<file path="src/rtl/wb_mailbox_pkg.sv">
// Shared register map, STATUS/CTRL bit positions and STATUS packing for wb_mailbox.
package wb_mailbox_pkg;

    localparam int unsigned DATA_W     = 32;
    localparam int unsigned REG_IDX_W  = 2;
    localparam int unsigned STAT_CNT_W = 8;

    localparam logic [REG_IDX_W-1:0] REG_DATA   = 2'd0;
    localparam logic [REG_IDX_W-1:0] REG_STATUS = 2'd1;
    localparam logic [REG_IDX_W-1:0] REG_CTRL   = 2'd2;

    localparam int unsigned STAT_TX_EMPTY   = 0;
    localparam int unsigned STAT_TX_FULL    = 1;
    localparam int unsigned STAT_RX_EMPTY   = 2;
    localparam int unsigned STAT_RX_FULL    = 3;
    localparam int unsigned STAT_TX_OVF     = 4;
    localparam int unsigned STAT_RX_UDF     = 5;
    localparam int unsigned STAT_TX_CNT_LSB = 8;
    localparam int unsigned STAT_RX_CNT_LSB = 16;

    localparam int unsigned CTRL_TX_FLUSH = 0;
    localparam int unsigned CTRL_RX_FLUSH = 1;
    localparam int unsigned CTRL_CLR_ERR  = 2;

    // Assemble the STATUS word; unlisted bits read as zero.
    function automatic logic [DATA_W-1:0] pack_status(
        input logic                  tx_empty,
        input logic                  tx_full,
        input logic                  rx_empty,
        input logic                  rx_full,
        input logic                  tx_ovf,
        input logic                  rx_udf,
        input logic [STAT_CNT_W-1:0] tx_cnt,
        input logic [STAT_CNT_W-1:0] rx_cnt
    );
        logic [DATA_W-1:0] s;
        s                                    = '0;
        s[STAT_TX_EMPTY]                     = tx_empty;
        s[STAT_TX_FULL]                      = tx_full;
        s[STAT_RX_EMPTY]                     = rx_empty;
        s[STAT_RX_FULL]                      = rx_full;
        s[STAT_TX_OVF]                       = tx_ovf;
        s[STAT_RX_UDF]                       = rx_udf;
        s[STAT_TX_CNT_LSB +: STAT_CNT_W]     = tx_cnt;
        s[STAT_RX_CNT_LSB +: STAT_CNT_W]     = rx_cnt;
        return s;
    endfunction

endpackage

</file>
<file path="src/rtl/sync_fifo.sv">
// Synchronous first-word-fall-through FIFO with flush; pointers carry one extra wrap bit.
module sync_fifo #(
    parameter int unsigned DEPTH_LOG2 = 4,
    parameter int unsigned WIDTH      = 32
) (
    input  logic                  clk,
    input  logic                  rst_n,
    input  logic                  push,
    input  logic [WIDTH-1:0]      push_data,
    input  logic                  pop,
    input  logic                  flush,
    output logic [WIDTH-1:0]      head_c,
    output logic [DEPTH_LOG2:0]   count_c,
    output logic                  full_c,
    output logic                  empty_c
);

    localparam int unsigned PTR_W = DEPTH_LOG2 + 1;
    localparam int unsigned DEPTH = 1 << DEPTH_LOG2;

    logic [PTR_W-1:0] wr_ptr_q, wr_ptr_d;
    logic [PTR_W-1:0] rd_ptr_q, rd_ptr_d;
    logic [WIDTH-1:0] mem_q [DEPTH];
    logic             pop_ok_c;
    logic             push_ok_c;

    assign count_c = wr_ptr_q - rd_ptr_q;
    assign empty_c = (count_c == '0);
    assign full_c  = (count_c == PTR_W'(DEPTH));
    assign head_c  = mem_q[rd_ptr_q[DEPTH_LOG2-1:0]];

    // A pop frees the slot this edge, so a push into a full FIFO may land alongside it.
    assign pop_ok_c  = pop & ~empty_c;
    assign push_ok_c = push & (~full_c | pop_ok_c);

    always_comb begin
        wr_ptr_d = wr_ptr_q;
        rd_ptr_d = rd_ptr_q;
        if (flush) begin
            wr_ptr_d = '0;
            rd_ptr_d = '0;
        end else begin
            if (push_ok_c) wr_ptr_d = wr_ptr_q + PTR_W'(1);
            if (pop_ok_c)  rd_ptr_d = rd_ptr_q + PTR_W'(1);
        end
    end

    always_ff @(posedge clk or negedge rst_n) begin
        if (!rst_n) begin
            wr_ptr_q <= '0;
            rd_ptr_q <= '0;
        end else begin
            wr_ptr_q <= wr_ptr_d;
            rd_ptr_q <= rd_ptr_d;
        end
    end

    always_ff @(posedge clk) begin
        if (push_ok_c && !flush) begin
            mem_q[wr_ptr_q[DEPTH_LOG2-1:0]] <= push_data;
        end
    end

endmodule

</file>
<file path="src/rtl/wb_mailbox.sv">
// Wishbone classic slave exposing a host-to-local TX FIFO, a local-to-host RX FIFO,
// and STATUS/CTRL registers.
module wb_mailbox
    import wb_mailbox_pkg::*;
#(
    parameter int unsigned ADDR_WIDTH = 4,
    parameter int unsigned DEPTH_LOG2 = 4
) (
    input  logic                  clk,
    input  logic                  reset,
    input  logic [ADDR_WIDTH-1:0] adr_i,
    input  logic [DATA_W-1:0]     dat_i,
    output logic [DATA_W-1:0]     dat_o,
    input  logic                  we_i,
    input  logic [3:0]            sel_i,
    input  logic                  stb_i,
    input  logic                  cyc_i,
    output logic                  ack_o,
    output logic [DATA_W-1:0]     tx_data,
    output logic                  tx_valid,
    input  logic                  tx_ready,
    input  logic [DATA_W-1:0]     rx_data,
    input  logic                  rx_valid,
    output logic                  rx_ready
);

    logic                  ack_q, ack_d;
    logic [DATA_W-1:0]     dat_q, dat_d;
    logic                  tx_ovf_q, tx_ovf_d;
    logic                  rx_udf_q, rx_udf_d;

    logic [REG_IDX_W-1:0]  reg_idx_c;
    logic                  taken_c;
    logic                  wr_en_c;
    logic                  rd_en_c;
    logic                  ctrl_wr_c;
    logic                  tx_push_c, tx_pop_c, tx_flush_c;
    logic                  rx_push_c, rx_rd_c, rx_pop_c, rx_flush_c;
    logic                  clr_err_c;
    logic [DATA_W-1:0]     tx_head_c, rx_head_c;
    logic [DEPTH_LOG2:0]   tx_count_c, rx_count_c;
    logic                  tx_full_c, tx_empty_c, rx_full_c, rx_empty_c;
    logic [DATA_W-1:0]     status_c;
    logic                  unused_adr_c;

    // Only the word index is decoded; the remaining address bits are don't-care.
    assign unused_adr_c = ^adr_i;
    assign reg_idx_c    = adr_i[3:2];

    assign taken_c   = cyc_i & stb_i & ~ack_q;
    assign wr_en_c   = taken_c & we_i & (|sel_i);
    assign rd_en_c   = taken_c & ~we_i;
    assign ctrl_wr_c = wr_en_c & (reg_idx_c == REG_CTRL);

    assign tx_push_c  = wr_en_c & (reg_idx_c == REG_DATA);
    assign tx_pop_c   = ~tx_empty_c & tx_ready;
    assign tx_flush_c = ctrl_wr_c & dat_i[CTRL_TX_FLUSH];

    assign rx_push_c  = rx_valid & ~rx_full_c;
    assign rx_rd_c    = rd_en_c & (reg_idx_c == REG_DATA);
    assign rx_pop_c   = rx_rd_c & ~rx_empty_c;
    assign rx_flush_c = ctrl_wr_c & dat_i[CTRL_RX_FLUSH];
    assign clr_err_c  = ctrl_wr_c & dat_i[CTRL_CLR_ERR];

    assign status_c = pack_status(tx_empty_c, tx_full_c, rx_empty_c, rx_full_c,
                                  tx_ovf_q, rx_udf_q,
                                  STAT_CNT_W'(tx_count_c), STAT_CNT_W'(rx_count_c));

    sync_fifo #(
        .DEPTH_LOG2 (DEPTH_LOG2),
        .WIDTH      (DATA_W)
    ) u_tx_fifo (
        .clk       (clk),
        .rst_n     (reset),
        .push      (tx_push_c),
        .push_data (dat_i),
        .pop       (tx_pop_c),
        .flush     (tx_flush_c),
        .head_c    (tx_head_c),
        .count_c   (tx_count_c),
        .full_c    (tx_full_c),
        .empty_c   (tx_empty_c)
    );

    sync_fifo #(
        .DEPTH_LOG2 (DEPTH_LOG2),
        .WIDTH      (DATA_W)
    ) u_rx_fifo (
        .clk       (clk),
        .rst_n     (reset),
        .push      (rx_push_c),
        .push_data (rx_data),
        .pop       (rx_pop_c),
        .flush     (rx_flush_c),
        .head_c    (rx_head_c),
        .count_c   (rx_count_c),
        .full_c    (rx_full_c),
        .empty_c   (rx_empty_c)
    );

    // Read data, ack and sticky error flags; a new error outranks a same-edge clear.
    always_comb begin
        ack_d    = taken_c;
        dat_d    = '0;
        tx_ovf_d = tx_ovf_q;
        rx_udf_d = rx_udf_q;

        if (rd_en_c) begin
            unique case (reg_idx_c)
                REG_DATA:   dat_d = rx_empty_c ? '0 : rx_head_c;
                REG_STATUS: dat_d = status_c;
                default:    dat_d = '0;
            endcase
        end

        if (clr_err_c) begin
            tx_ovf_d = 1'b0;
            rx_udf_d = 1'b0;
        end
        if (tx_push_c && tx_full_c && !tx_pop_c) tx_ovf_d = 1'b1;
        if (rx_rd_c && rx_empty_c)               rx_udf_d = 1'b1;
    end

    always_ff @(posedge clk or negedge reset) begin
        if (!reset) begin
            ack_q    <= 1'b0;
            dat_q    <= '0;
            tx_ovf_q <= 1'b0;
            rx_udf_q <= 1'b0;
        end else begin
            ack_q    <= ack_d;
            dat_q    <= dat_d;
            tx_ovf_q <= tx_ovf_d;
            rx_udf_q <= rx_udf_d;
        end
    end

    assign ack_o    = ack_q;
    assign dat_o    = dat_q;
    assign tx_valid = ~tx_empty_c;
    assign tx_data  = tx_head_c;
    assign rx_ready = ~rx_full_c;

endmodule
</file>
<file path="config.mk">
export PLATFORM = sky130hd
export DESIGN_NAME = wb_mailbox
export DESIGN_NICKNAME = d
export VERILOG_FILES = /design/src/rtl/wb_mailbox_pkg.sv /design/src/rtl/sync_fifo.sv /design/src/rtl/wb_mailbox.sv
export SDC_FILE = /design/constraint.sdc
export NUM_CORES = 1
export LEC_CHECK = 0
export ABC_AREA = 0
export BUFFER_PORTS_ARGS = -buffer_cell sky130_fd_sc_hd__buf_2
export CAP_MARGIN = 10
export CORE_MARGIN = 2
export CORE_UTILIZATION = 30
export CTS_CLUSTER_DIAMETER = 30
export DETAILED_ROUTE_END_ITERATION = 7
export PLACE_DENSITY = 0.44
export SYNTH_ARGS = -nofsm -noshare
export SYNTH_HDL_FRONTEND = slang
export SYNTH_SLANG_ARGS = --single-unit
</file>
<file path="constraint.sdc">
create_clock -name clk -period 12.7 [get_ports clk]
set_input_delay 1.905 -clock clk [delete_from_list [all_inputs] [get_ports clk]]
set_output_delay 1.905 -clock clk [all_outputs]
set_load 0.02 [all_outputs]
</file>
Word-level counts from Yosys, hierarchy flattened. Memories as Yosys holds them, arrays and structs flattened. Index checks and enable logic that the tools add are counted.

Register bits: 55. RAM bits: 1024. Input bits: 79. Output and inout bits: 67. Memories: 2.

Memory list: u_rx_fifo.mem_q (depth 16, width 32, read ports 1, clocked after memory_dff 0, write ports 1, line sync_fifo.sv:23) `logic [WIDTH-1:0] mem_q [DEPTH];`; u_tx_fifo.mem_q (depth 16, width 32, read ports 1, clocked after memory_dff 0, write ports 1, line sync_fifo.sv:23).

Add/subtract/negate cells: 6. Eq/ne operators: 4. Muxes and demuxes: 18. Bitwise gates (word level): 26. Reduce and logical (&&, ||, !) cells: 18.

Operators with widths (number): 32-bit 2-to-1 mux (2); 32-bit case mux with 2 select lines (1); 5-bit 2-to-1 mux (8); 5-bit by 1-bit adder with 5-bit output (second input constant) (4); 1-bit AND (18); 2-bit nonzero test (6); 5-bit equality test (second input constant) (2); 5-bit zero test (2); 5-bit subtractor (2); 1-bit 2-to-1 mux (7); 1-bit inverter (6); 1-bit logical AND (5); 4-bit OR reduction (1); 1-bit zero test (3); 2-bit by 1-bit equality test with 1-bit output (second input constant) (1); 2-bit equality test (second input constant) (1); 2-bit zero test (1); 1-bit OR (2).

Depth between registers and ports, before layout.
Depth in word-level cells: 11. Gate-level depth with buffers: 11. Gate-level depth less buffers: 10.

Cells and area by module. From an unflattened synthesis, not the netlist that was laid out.

Cell total of the unflattened synthesis: 1770. Area total of the unflattened synthesis: 41703.7 um^2.

Modules (own cells, without submodules): sync_fifo (times used 2, cells each 827, area each 20171.8 um^2, sequential area each 15625.0 um^2); wb_mailbox (times used 1, cells each 116, area each 1360.1 um^2, sequential area each 875.8 um^2).

Worst setup path after synthesis. OpenSTA, ideal clock, no wires.

Kind: input port to flip-flop. Start: in sel_i[1]. End: mem u_tx_fifo.mem_q[0][0], enable pin. Data arrival time: 5.862 ns. Slack: 6.336 ns. Stages on the path: 4. Path through: o41a_1 > nor4b_4 > a21boi_2 > nor4bb_1.

Longest elaborated chain between the ends: 8.

RTL lines: from (decl) (line wb_mailbox.sv:15) `input logic [3:0] sel_i,`; 4-bit OR reduction (*) (line wb_mailbox.sv:51) `assign wr_en_c = taken_c & we_i & (|sel_i);`; 1-bit AND (*) (line wb_mailbox.sv:51); 1-bit AND (line wb_mailbox.sv:53) `assign ctrl_wr_c = wr_en_c & (reg_idx_c == REG_CTRL);`; 1-bit AND (line wb_mailbox.sv:57) `assign tx_flush_c = ctrl_wr_c & dat_i[CTRL_TX_FLUSH];`; 1-bit zero test (line sync_fifo.sv:59) `if (push_ok_c && !flush) begin`; 1-bit logical AND (*) (line sync_fifo.sv:59); 1-bit 2-to-1 mux (*) (line sync_fifo.sv:59); 1-bit 2-to-1 mux (not written as such) (*) (line sync_fifo.sv:60) `mem_q[wr_ptr_q[DEPTH_LOG2-1:0]] <= push_data;`; to (decl) (line sync_fifo.sv:23).

Every way passes the cells marked *; elsewhere a longest branch is shown, timed or not.

Final worst setup path.
Start: reg u_tx_fifo.rd_ptr_q[0]. End: out tx_data[6].

Longest elaborated chain between the ends: 1.

RTL lines: from (decl) (line sync_fifo.sv:22) `logic [PTR_W-1:0] rd_ptr_q, rd_ptr_d;`; from (signal assigned) (line sync_fifo.sv:54) `rd_ptr_q <= rd_ptr_d;`; memory 16 x 32 bit; to (decl) (line wb_mailbox.sv:19) `output logic [DATA_W-1:0] tx_data,`.

Every way passes these cells.

==> metrics <==
status finished clean; vias in the first global route 23,300; first-pass GRT wire length 158,000 µm; GR Util All Layers 0.154; max cap viols 0; top cell type's share of synthesized area 0.733; num rows 137; nets 2,493; overall die width 378 µm; Final Non-Filler Cells 4,493; Internal 9540 µW; CP cell instances buf_4, mux4_2, nand2_1, and3_1, a31oi_1, buf_2; post-synthesis cell area between 40,000 and 50,000 µm²; Setup Viol. Count Final 0; Detail Placement HPWL 56,900 µm; GPL Wtd Cong 0.714; DRT Wirelength ~110,000 µm; CORE AREA 139,000 µm²; H-Tree Depth 4; sw frac 0.276; CTS resizes 0; Starting Density 0.301; Final WS setup 6.76 ns; post-route ant nets 0; WL per Instance 24.3 µm; Main synth FF type edfxtp_1; synth top area cells edfxtp_1 (73%), mux4_2 (14%), dfrtp_1 (3.3%); Slew headroom 0.185; largest stage delay on the critical path 0.99 ns; P&R area growth vs syn 27.7%; Cells after DPL between 4,000 and 5,000; part of the power in registers 0.326; Die ar. 143,000 µm²; Syn Inst Count 2,071; clock period minus worst slack a little under 6 ns; synthesized flop and latch total 1,079; post-CTS repair timing setup buffer count 0; endpoint type of the worst setup path output pin; post-synthesis sequential area ratio 0.766; total power 13,200 µW; clock skew 0.0312 ns; Longest Clk Path Bufs 3; unrepaired setup endpoints after global routing false; Crit Path Max Fanout 51; clock buffer count from CTS ~240; drt drc 0; GR Overflow Total 0; Slew Viols, Final 0; syn avg cell area 20.3 µm²; yosys warns 0; switching power 3630 µW; initial antenna violation count 20; worst-margin pin slew 1.22 ns; CP max stage cell dfrtp_4; Crit Path Category reg2out; die height 378 µm; Clock power frac 0.481; CTS tree yes; arrival time at the worst endpoint between 4 and 5 ns; Initial DRT Pass Iterations 5; Hold Path Depth 1; Starting DRT DRC Count 1,534; Final Cycle Share 0.467; cts hold-fix bufs 0; most common cell after layout, fill and taps aside edfxtp_1; CP Data Required Time about 11 ns; Setup Slack @ Placement approximately 7.4 ns; largest net degree at the start of global routing 74; PwrDens 246 nW/µm²; Synth area leader edfxtp_1; clk slew on worst S/H paths ~0.040 ns; Skew-Pair Late Insertion Delay 0.82 ns; ys async rst share 0.0510; number of port buffers 143; worst hold-check path type reg2reg; TritonCTS Sinks about 1,100; I/O pin count between 100 and 150; startpoint types register; number of synthesized flops with an enable pin between 1,000 and 1,500; synth unique cells 59; Setup TNS Final 0 ns; FMAX 0.168 GHz; Root Buffer clkbuf_16; Gate power share 0.193; most frequent cells in the layout edfxtp_1 (1,024), nand2_1 (268), mux4_2 (256); Mapped Nets around 2,200; via count 21,300; layout cell share with drive strength beyond 1 0.346; worst vdd ir about 0.13 mV; Final Hold Fails 0; leak pwr roughly 0.018 µW; mean number of vias per cell around 4.7; worst r2r path cells 9; utilization after layout 0.385
==> power groups by stage <==
stage / registers (µW) / clock network [µW] / logic (µW)
after CTS: 4310 / 6440 / 2630
after global placement: 4360 / 0 / 2610
after floorplan: 4210 / 0 / 1910
final: 4300 / 6330 / 2540
after detailed placement: 4370 / 0 / 2620
after global routing: 4320 / 6640 / 2780
==> worst max-delay path: cells and delay by family (launching register included) <==
family | cells | cell delay, ns
buffers and inverters | 2 | 1.18
flip-flops | 1 | 0.99
multiplexers | 1 | 0.38
AO/OA/AOI/OAI | 1 | 0.31
AND/OR/NAND/NOR | 2 | 0.27
==> per-layer routing <==
layer	GRT usage	up-vias	routed length [µm]
li1	-	9210	-
met1	0.191	11300	44800
met2	0.263	582	55600
met3	0.0388	177	6250
met4	0.0528	18	2270
met5	0	-	103
==> cell families (layout without fill, tap and decap cells) <==
family,Yosys count,after routing,share of synthesized area
buffers and inverters,135,674,0.0153
AOI/OAI and AO/OA,125,125,0.0193
xor gates and xnor gates,8,8,0.00167
DFF,1079,1079,0.766
adders and majority gates,20,20,0.00632
and+or+nand+nor,418,418,0.0471
other,0,7,0
muxes,286,286,0.145
==> state kept, by name, indices dropped and copies added, names as in the netlist <==
signal	count
ack_o	1
dat_o	32
u_rx_fifo.mem_q	512
u_tx_fifo.mem_q	512
rx_udf_q	1
u_rx_fifo.rd_ptr_q	5
u_rx_fifo.wr_ptr_q	5
tx_ovf_q	1
u_tx_fifo.wr_ptr_q	5
u_tx_fifo.rd_ptr_q	5
==> cell type report <==
class | count | area, µm²
clock buffer | 277 | 6170
multi-input combinational | 857 | 9370
antenna | 7 | 17.5
fill | 12800 | 85600
sequential | 1079 | 32200
inverter | 21 | 81.3
tap | 1876 | 2350
clock inverter | 178 | 2300
timing repair buffer | 198 | 1130
==> per-stage QoR <==
stage | hold WS (ns) | instance area [µm²]
3_5_place_dp | 0.485 | 45100
6_report | 0.493 | 53600
4_1_cts | 0.497 | 53500
3_3_place_gp | 0.489 | 45100
2_1_floorplan | 0.465 | 42000
5_1_grt | 0.524 | 53600
==> synthesized netlist by cell type, types with 3 or more instances <==
cell type,n
inv_1,18
and4_1,4
a211oi_1,16
nor4bb_1,3
mux2i_1,30
and3_1,54
ha_1,18
nand2b_1,5
edfxtp_1,1024
buf_2,24
clkbuf_1,54
and4b_1,8
nor2b_1,3
buf_4,23
dfrtp_1,55
nand2_1,268
buf_1,12
xnor2_1,4
o22ai_1,15
nand4_1,13
nand3b_1,4
xor2_1,4
a31oi_1,32
nor2_1,20
a21oi_1,41
nand3_1,23
mux4_2,256
==> worst paths after layout <==
check / to / startpoint / slack, ns
setup reg to reg: u_tx_fifo.mem_q[15][5] / u_tx_fifo.rd_ptr_q[0] / 8.10
setup / recovery: tx_data[6] / u_tx_fifo.rd_ptr_q[0] / 6.76
max in group asynchronous: u_tx_fifo.rd_ptr_q[0] / reset / 10.59
hold reg to reg: u_rx_fifo.rd_ptr_q[4] / u_rx_fifo.rd_ptr_q[4] / 0.49
min in group asynchronous: dat_o[22] / reset / 0.95
hold / removal: u_rx_fifo.rd_ptr_q[4] / u_rx_fifo.rd_ptr_q[4] / 0.49
Power figures use the tool's default switching activity.
